===== config.mk =====
export PLATFORM = sky130hd
export DESIGN_NAME = fact_iter_unit_flat
export DESIGN_NICKNAME = d
export VERILOG_FILES = /design/src/rtl/fact_iter_unit_if.sv /design/src/rtl/fact_iter_unit.sv /design/src/flat_wrapper.sv
export SDC_FILE = /design/constraint.sdc
export NUM_CORES = 1
export LEC_CHECK = 0
export CORE_MARGIN = 1.5
export CORE_UTILIZATION = 30
export CTS_BUF_LIST = sky130_fd_sc_hd__clkbuf_4 sky130_fd_sc_hd__clkbuf_8
export DETAILED_ROUTE_END_ITERATION = 12
export PLACE_DENSITY_LB_ADDON = 0.1
export SKIP_LAST_GASP = 1
export SLEW_MARGIN = 5
export SYNTH_ARGS = -nofsm -noshare
export SYNTH_HDL_FRONTEND = slang
export SYNTH_SLANG_ARGS = --single-unit

===== constraint.sdc =====
create_clock -name clk -period 4.8 [get_ports clk]
set_input_delay 1.2 -clock clk [delete_from_list [all_inputs] [get_ports clk]]
set_output_delay 1.2 -clock clk [all_outputs]
set_load 0.005 [all_outputs]

===== src/rtl/fact_iter_unit_if.sv =====
// Handshake/bus bundle for the iterative factorial engine.
//   go, abort, in          : requester -> engine (start, cancel, operand n)
//   busy, done, error, cs  : engine status (state code on cs)
//   result                 : last completed result, all-ones after overflow
interface fact_iter_unit_if #(
  parameter int unsigned IN_W  = 4,
  parameter int unsigned OUT_W = 32
);
  logic             go;
  logic             abort;
  logic [IN_W-1:0]  in;
  logic             busy;
  logic             done;
  logic             error;
  logic [2:0]       cs;
  logic [OUT_W-1:0] result;

  modport master (output go, abort, in, input busy, done, error, cs, result);
  modport slave  (input go, abort, in, output busy, done, error, cs, result);
endinterface


===== src/rtl/fact_iter_unit.sv =====
// Iterative factorial engine: result = n! with one multiply per cycle,
// counting down from n to 2, with overflow detection against OUT_W bits.
// Ports:
//   clk  : rising-edge clock
//   rst  : synchronous active-high reset
//   bus  : fact_iter_unit_if slave (go/abort/in in; busy/done/error/cs/result out)
module fact_iter_unit #(
  parameter int unsigned IN_W  = 4,
  parameter int unsigned OUT_W = 32
) (
  input  logic             clk,
  input  logic             rst,
  fact_iter_unit_if.slave  bus
);

  localparam int unsigned PROD_W = OUT_W + IN_W;

  typedef enum logic [2:0] {
    IDLE = 3'd0,
    LOAD = 3'd1,
    MULT = 3'd2,
    DONE = 3'd3,
    ERR  = 3'd4
  } state_t;

  state_t            state, state_nxt;
  logic [IN_W-1:0]   n_q, n_nxt;
  logic [IN_W-1:0]   cnt, cnt_nxt;
  logic [OUT_W-1:0]  acc, acc_nxt;
  logic [OUT_W-1:0]  result_q, result_nxt;
  logic              busy_q, busy_nxt;
  logic              done_q, done_nxt;
  logic              error_q, error_nxt;
  logic [PROD_W-1:0] prod;

  // Full-width product; any bit above OUT_W means the true value overflowed.
  assign prod = PROD_W'(acc) * PROD_W'(cnt);

  // Next-state and datapath update; abort outranks go.
  always_comb begin
    state_nxt  = state;
    n_nxt      = n_q;
    cnt_nxt    = cnt;
    acc_nxt    = acc;
    result_nxt = result_q;

    if (bus.abort) begin
      state_nxt = IDLE;
    end else begin
      case (state)
        IDLE, DONE, ERR: begin
          if (bus.go) begin
            n_nxt     = bus.in;
            state_nxt = LOAD;
          end
        end
        LOAD: begin
          acc_nxt = OUT_W'(1);
          cnt_nxt = n_q;
          if (n_q <= IN_W'(1)) begin
            state_nxt  = DONE;
            result_nxt = OUT_W'(1);
          end else begin
            state_nxt = MULT;
          end
        end
        MULT: begin
          if (prod[PROD_W-1 -: IN_W] != '0) begin
            state_nxt  = ERR;
            result_nxt = '1;
          end else begin
            acc_nxt = prod[OUT_W-1:0];
            if (cnt == IN_W'(2)) begin
              state_nxt  = DONE;
              result_nxt = prod[OUT_W-1:0];
            end else begin
              cnt_nxt = cnt - IN_W'(1);
            end
          end
        end
        default: state_nxt = IDLE;
      endcase
    end

    busy_nxt  = (state_nxt == LOAD) || (state_nxt == MULT);
    done_nxt  = (state_nxt == DONE);
    error_nxt = (state_nxt == ERR);
  end

  // State, datapath and registered status flags.
  always_ff @(posedge clk) begin
    if (rst) begin
      state    <= IDLE;
      n_q      <= '0;
      cnt      <= '0;
      acc      <= '0;
      result_q <= '0;
      busy_q   <= 1'b0;
      done_q   <= 1'b0;
      error_q  <= 1'b0;
    end else begin
      state    <= state_nxt;
      n_q      <= n_nxt;
      cnt      <= cnt_nxt;
      acc      <= acc_nxt;
      result_q <= result_nxt;
      busy_q   <= busy_nxt;
      done_q   <= done_nxt;
      error_q  <= error_nxt;
    end
  end

  assign bus.cs     = state;
  assign bus.busy   = busy_q;
  assign bus.done   = done_q;
  assign bus.error  = error_q;
  assign bus.result = result_q;

endmodule


===== src/flat_wrapper.sv =====
// flat-port wrapper written by rule: the top's interface ports become plain ports
module fact_iter_unit_flat 
#(
  parameter int unsigned IN_W  = 4,
  parameter int unsigned OUT_W = 32
)
  (clk, rst, bus_go, bus_abort, bus_in, bus_busy, bus_done, bus_error, bus_cs, bus_result);
  fact_iter_unit_if #(.IN_W(IN_W), .OUT_W(OUT_W)) bus_i ();
  input  logic clk;
  input  logic rst;
  input wire logic [$bits(bus_i.go)-1:0] bus_go;
  input wire logic [$bits(bus_i.abort)-1:0] bus_abort;
  input wire logic [$bits(bus_i.in)-1:0] bus_in;
  output wire logic [$bits(bus_i.busy)-1:0] bus_busy;
  output wire logic [$bits(bus_i.done)-1:0] bus_done;
  output wire logic [$bits(bus_i.error)-1:0] bus_error;
  output wire logic [$bits(bus_i.cs)-1:0] bus_cs;
  output wire logic [$bits(bus_i.result)-1:0] bus_result;
  assign bus_i.go = bus_go;
  assign bus_i.abort = bus_abort;
  assign bus_i.in = bus_in;
  assign bus_busy = bus_i.busy;
  assign bus_done = bus_i.done;
  assign bus_error = bus_i.error;
  assign bus_cs = bus_i.cs;
  assign bus_result = bus_i.result;
  fact_iter_unit #(.IN_W(IN_W), .OUT_W(OUT_W)) u_core (.clk(clk), .rst(rst), .bus(bus_i));
endmodule

==> out/summary.txt <==
Commonest cells post-synth = 124 x inv_1, 100 x and2_1, 78 x dfxtp_1
Starting Density = 0.3079
Final Cycle Share = 0.9761
Top Ports = 46
Syn nets = 1034
Main synth FF type = dfxtp_1
Count leader, synth = inv_1
# placed instances = 1296
Sink Count = 78
Yosys top cell by area = dfxtp_1
Total detailed-routing wirelength = 25.17 mm
Sequential fraction of the synthesis area = 0.2073
Finish-stage setup viols = 0
CTS Hold Buffers Added = 0
Cell Chain, Critical Path = buf_6 -> and2_4 -> fa_1 -> inv_1 -> fa_1 -> inv_2 -> ha_4 -> a21oi_4 -> o21ai_4 -> a2111oi_4 -> o21bai_2 -> or4_4 -> a21oi_2 -> nand4_1 -> buf_6 -> clkbuf_2 -> or3_1 -> o211a_1
Power density over the cells = 147.2 nW/um^2
EDFF count, synth = 0
Mapped Area = 7532 sq um
Average size of a mapped cell = 8.152 sq um
Clk slew on worst S/H paths = 100 ps
Largest net degree at the start of global routing = 37
Fin crit period = 4685 ps
Post-Synthesis Cells = 924
Final Hold Vio Count = 0
Share of the synthesized area in the top cell type = 0.2073
Gr usage total = 0.1892
Share of cells above drive strength 1 = 0.1904
Synth-to-layout area growth = 27.31%
P_leak = 0.004061 uW
CP delay by family, top = adder cells
Maximum vdd drop = 0.1037 mV
Final net count = 1108
Residual DRC = 0
Worst rel slew slack = 0.4715
Height of the die = 161.5 um
Total die area = 26070 sq um
Root Buffer = clkbuf_8
RePlAce Congestion = 0.8704
Clock skew = 13.98 ps
Status = finished clean
IO Port Bufs = 45
Via Count = 6924
CP max stage cell = or4_4
WL/cell = 18.95 um
Slew Limit Fails = 0
Buf/Inv on CP = 5
Max-cap viol count = 0
CTS buffer count = 9
Kind of critical path = reg -> reg
Number of global-route vias before repair = 6954
Setup total negative slack = 0 ps
Worst stage delay on the critical path = 530 ps
Ranking of synthesized cells by area = dfxtp_1 21%, fa_1 16%, and2_1 8.3%
FF+latch count, synth = 78
Remaining Overflow, GRT = 0
DRT Pass-1 Iters = 5
H-tree lvl count = 3
Initial antenna violation count = 0
WP data arrival = 4940 ps
Worst slew pin tran = 790.9 ps
Startpoint type of the worst setup path = flop
CTS tree = yes
Clk_lat worst skew = 380 ps
Post-Layout Cell Count = 1328
1st-iter DRT viols = 427
Hpwl dp = 18.26 mm
Unique cell type count in the Yosys netlist = 63
Fin util = 0.3920
HP Class = reg -> reg
First-pass GRT wire length = 38.65 mm
Fraction of registers with async set/reset = 0
Via/cell ratio = 5.214
Max Clk Rate = 213.4 MHz
Yosys Warn Count = 0
Row count = 57
Crit path capture type = flop
Worst path required time = 5050 ps
CTS max path bufs = 2
Core Footprint = 24460 sq um
Worst Path Max Fanout = 6
Post-route ant nets = 0
Die width = 161.5 um
Design Power = 1411 uW
-- area by class of cell --
cell class	count	area, sq um
timing repair buffer	119	1200
multi-input combinational	666	5703
tap	324	405.4
clock inverter	7	121.4
sequential	78	1568
fill	2534	14870
clock buffer	9	123.9
inverter	124	465.4
antenna	1	2.502
-- sequential cells by signal, summed over array words and instances (netlist names) --
register and count:
u_core.bus.error 1, u_core.bus.busy 1, u_core.cnt 4, u_core.bus.done 1
u_core.n_q 4, u_core.acc 32, u_core.bus.result 32, u_core.bus.cs 3
-- placed cells by master, fill, tap and decap left out, drive strengths merged, types with 18 or more instances in the layout --
| cell type | count |
|---|---|
| nand3 | 18 |
| dfxtp | 78 |
| a221o | 22 |
| a22o | 18 |
| nand2 | 76 |
| and2 | 101 |
| inv | 125 |
| ha | 42 |
| fa | 60 |
| nand4 | 19 |
| clkdlybuf4s50 | 45 |
| nor2 | 42 |
| buf | 69 |
| o21ai | 36 |
| a21oi | 60 |
-- cells by family (layout without fill, tap and decap cells) --
logic type / count (synthesis) / in the layout / synth area share
AOI/OAI and AO/OA: 223 / 223 / 0.2110
xor gates and xnor gates: 31 / 31 / 0.03605
other: 0 / 1 / 0
muxes: 6 / 6 / 0.008140
buffers and inverters: 180 / 259 / 0.09485
DFF: 78 / 78 / 0.2073
adders and majority gates: 102 / 102 / 0.2292
and+or+nand+nor: 304 / 304 / 0.2135
-- path summary, 6_finish.rpt --
kind,endpoint,cells past startpoint,slack [ps],from
hold reg to reg,u_core.bus.result[18],1,470,u_core.bus.result[18]
setup / recovery,u_core.cnt[3],18,110,u_core.cnt[1]
hold / removal,u_core.bus.result[18],1,470,u_core.bus.result[18]
setup reg to reg,u_core.cnt[3],18,110,u_core.cnt[1]
-- through the flow --
stage          hold slack (ps)  setup slack (ps)  area (sq um)
3_3_place_gp             455.3             40.15          8692
2_1_floorplan            455.8             268.7          7532
4_1_cts                  476.7             32.17          8952
6_report                 473.8             114.7          9589
5_1_grt                  503.7            -27.13          9587
3_5_place_dp             451.4            -38.99          8692
-- layer usage --
metal / wire length (um) / GRT usage / vias up
met1: 12630 / 0.2709 / 3468
met5: 0 / 0 / -
li1: - / - / 3308
met4: 478 / 0.05682 / 0
met2: 11280 / 0.2957 / 118
met3: 781 / 0.02337 / 30
-- power by group --
| part | internal, uW | leakage, uW | switching, uW | total (uW) |
|---|---|---|---|---|
| Combinational | 42.5 | 0.00331 | 66.9 | 109 |
| Sequential | 653 | 0.000631 | 6.93 | 660 |
| Clock | 349 | 0.000124 | 293 | 642 |
-- repair_timing --
action,in CTS,in global routing
resized for setup,4,96
cloned,0,6
endpoints found under the setup margin,42,71
pin swaps,0,42
setup buffers,0,9
No activity file was read; power rests on OpenSTA's default activity.
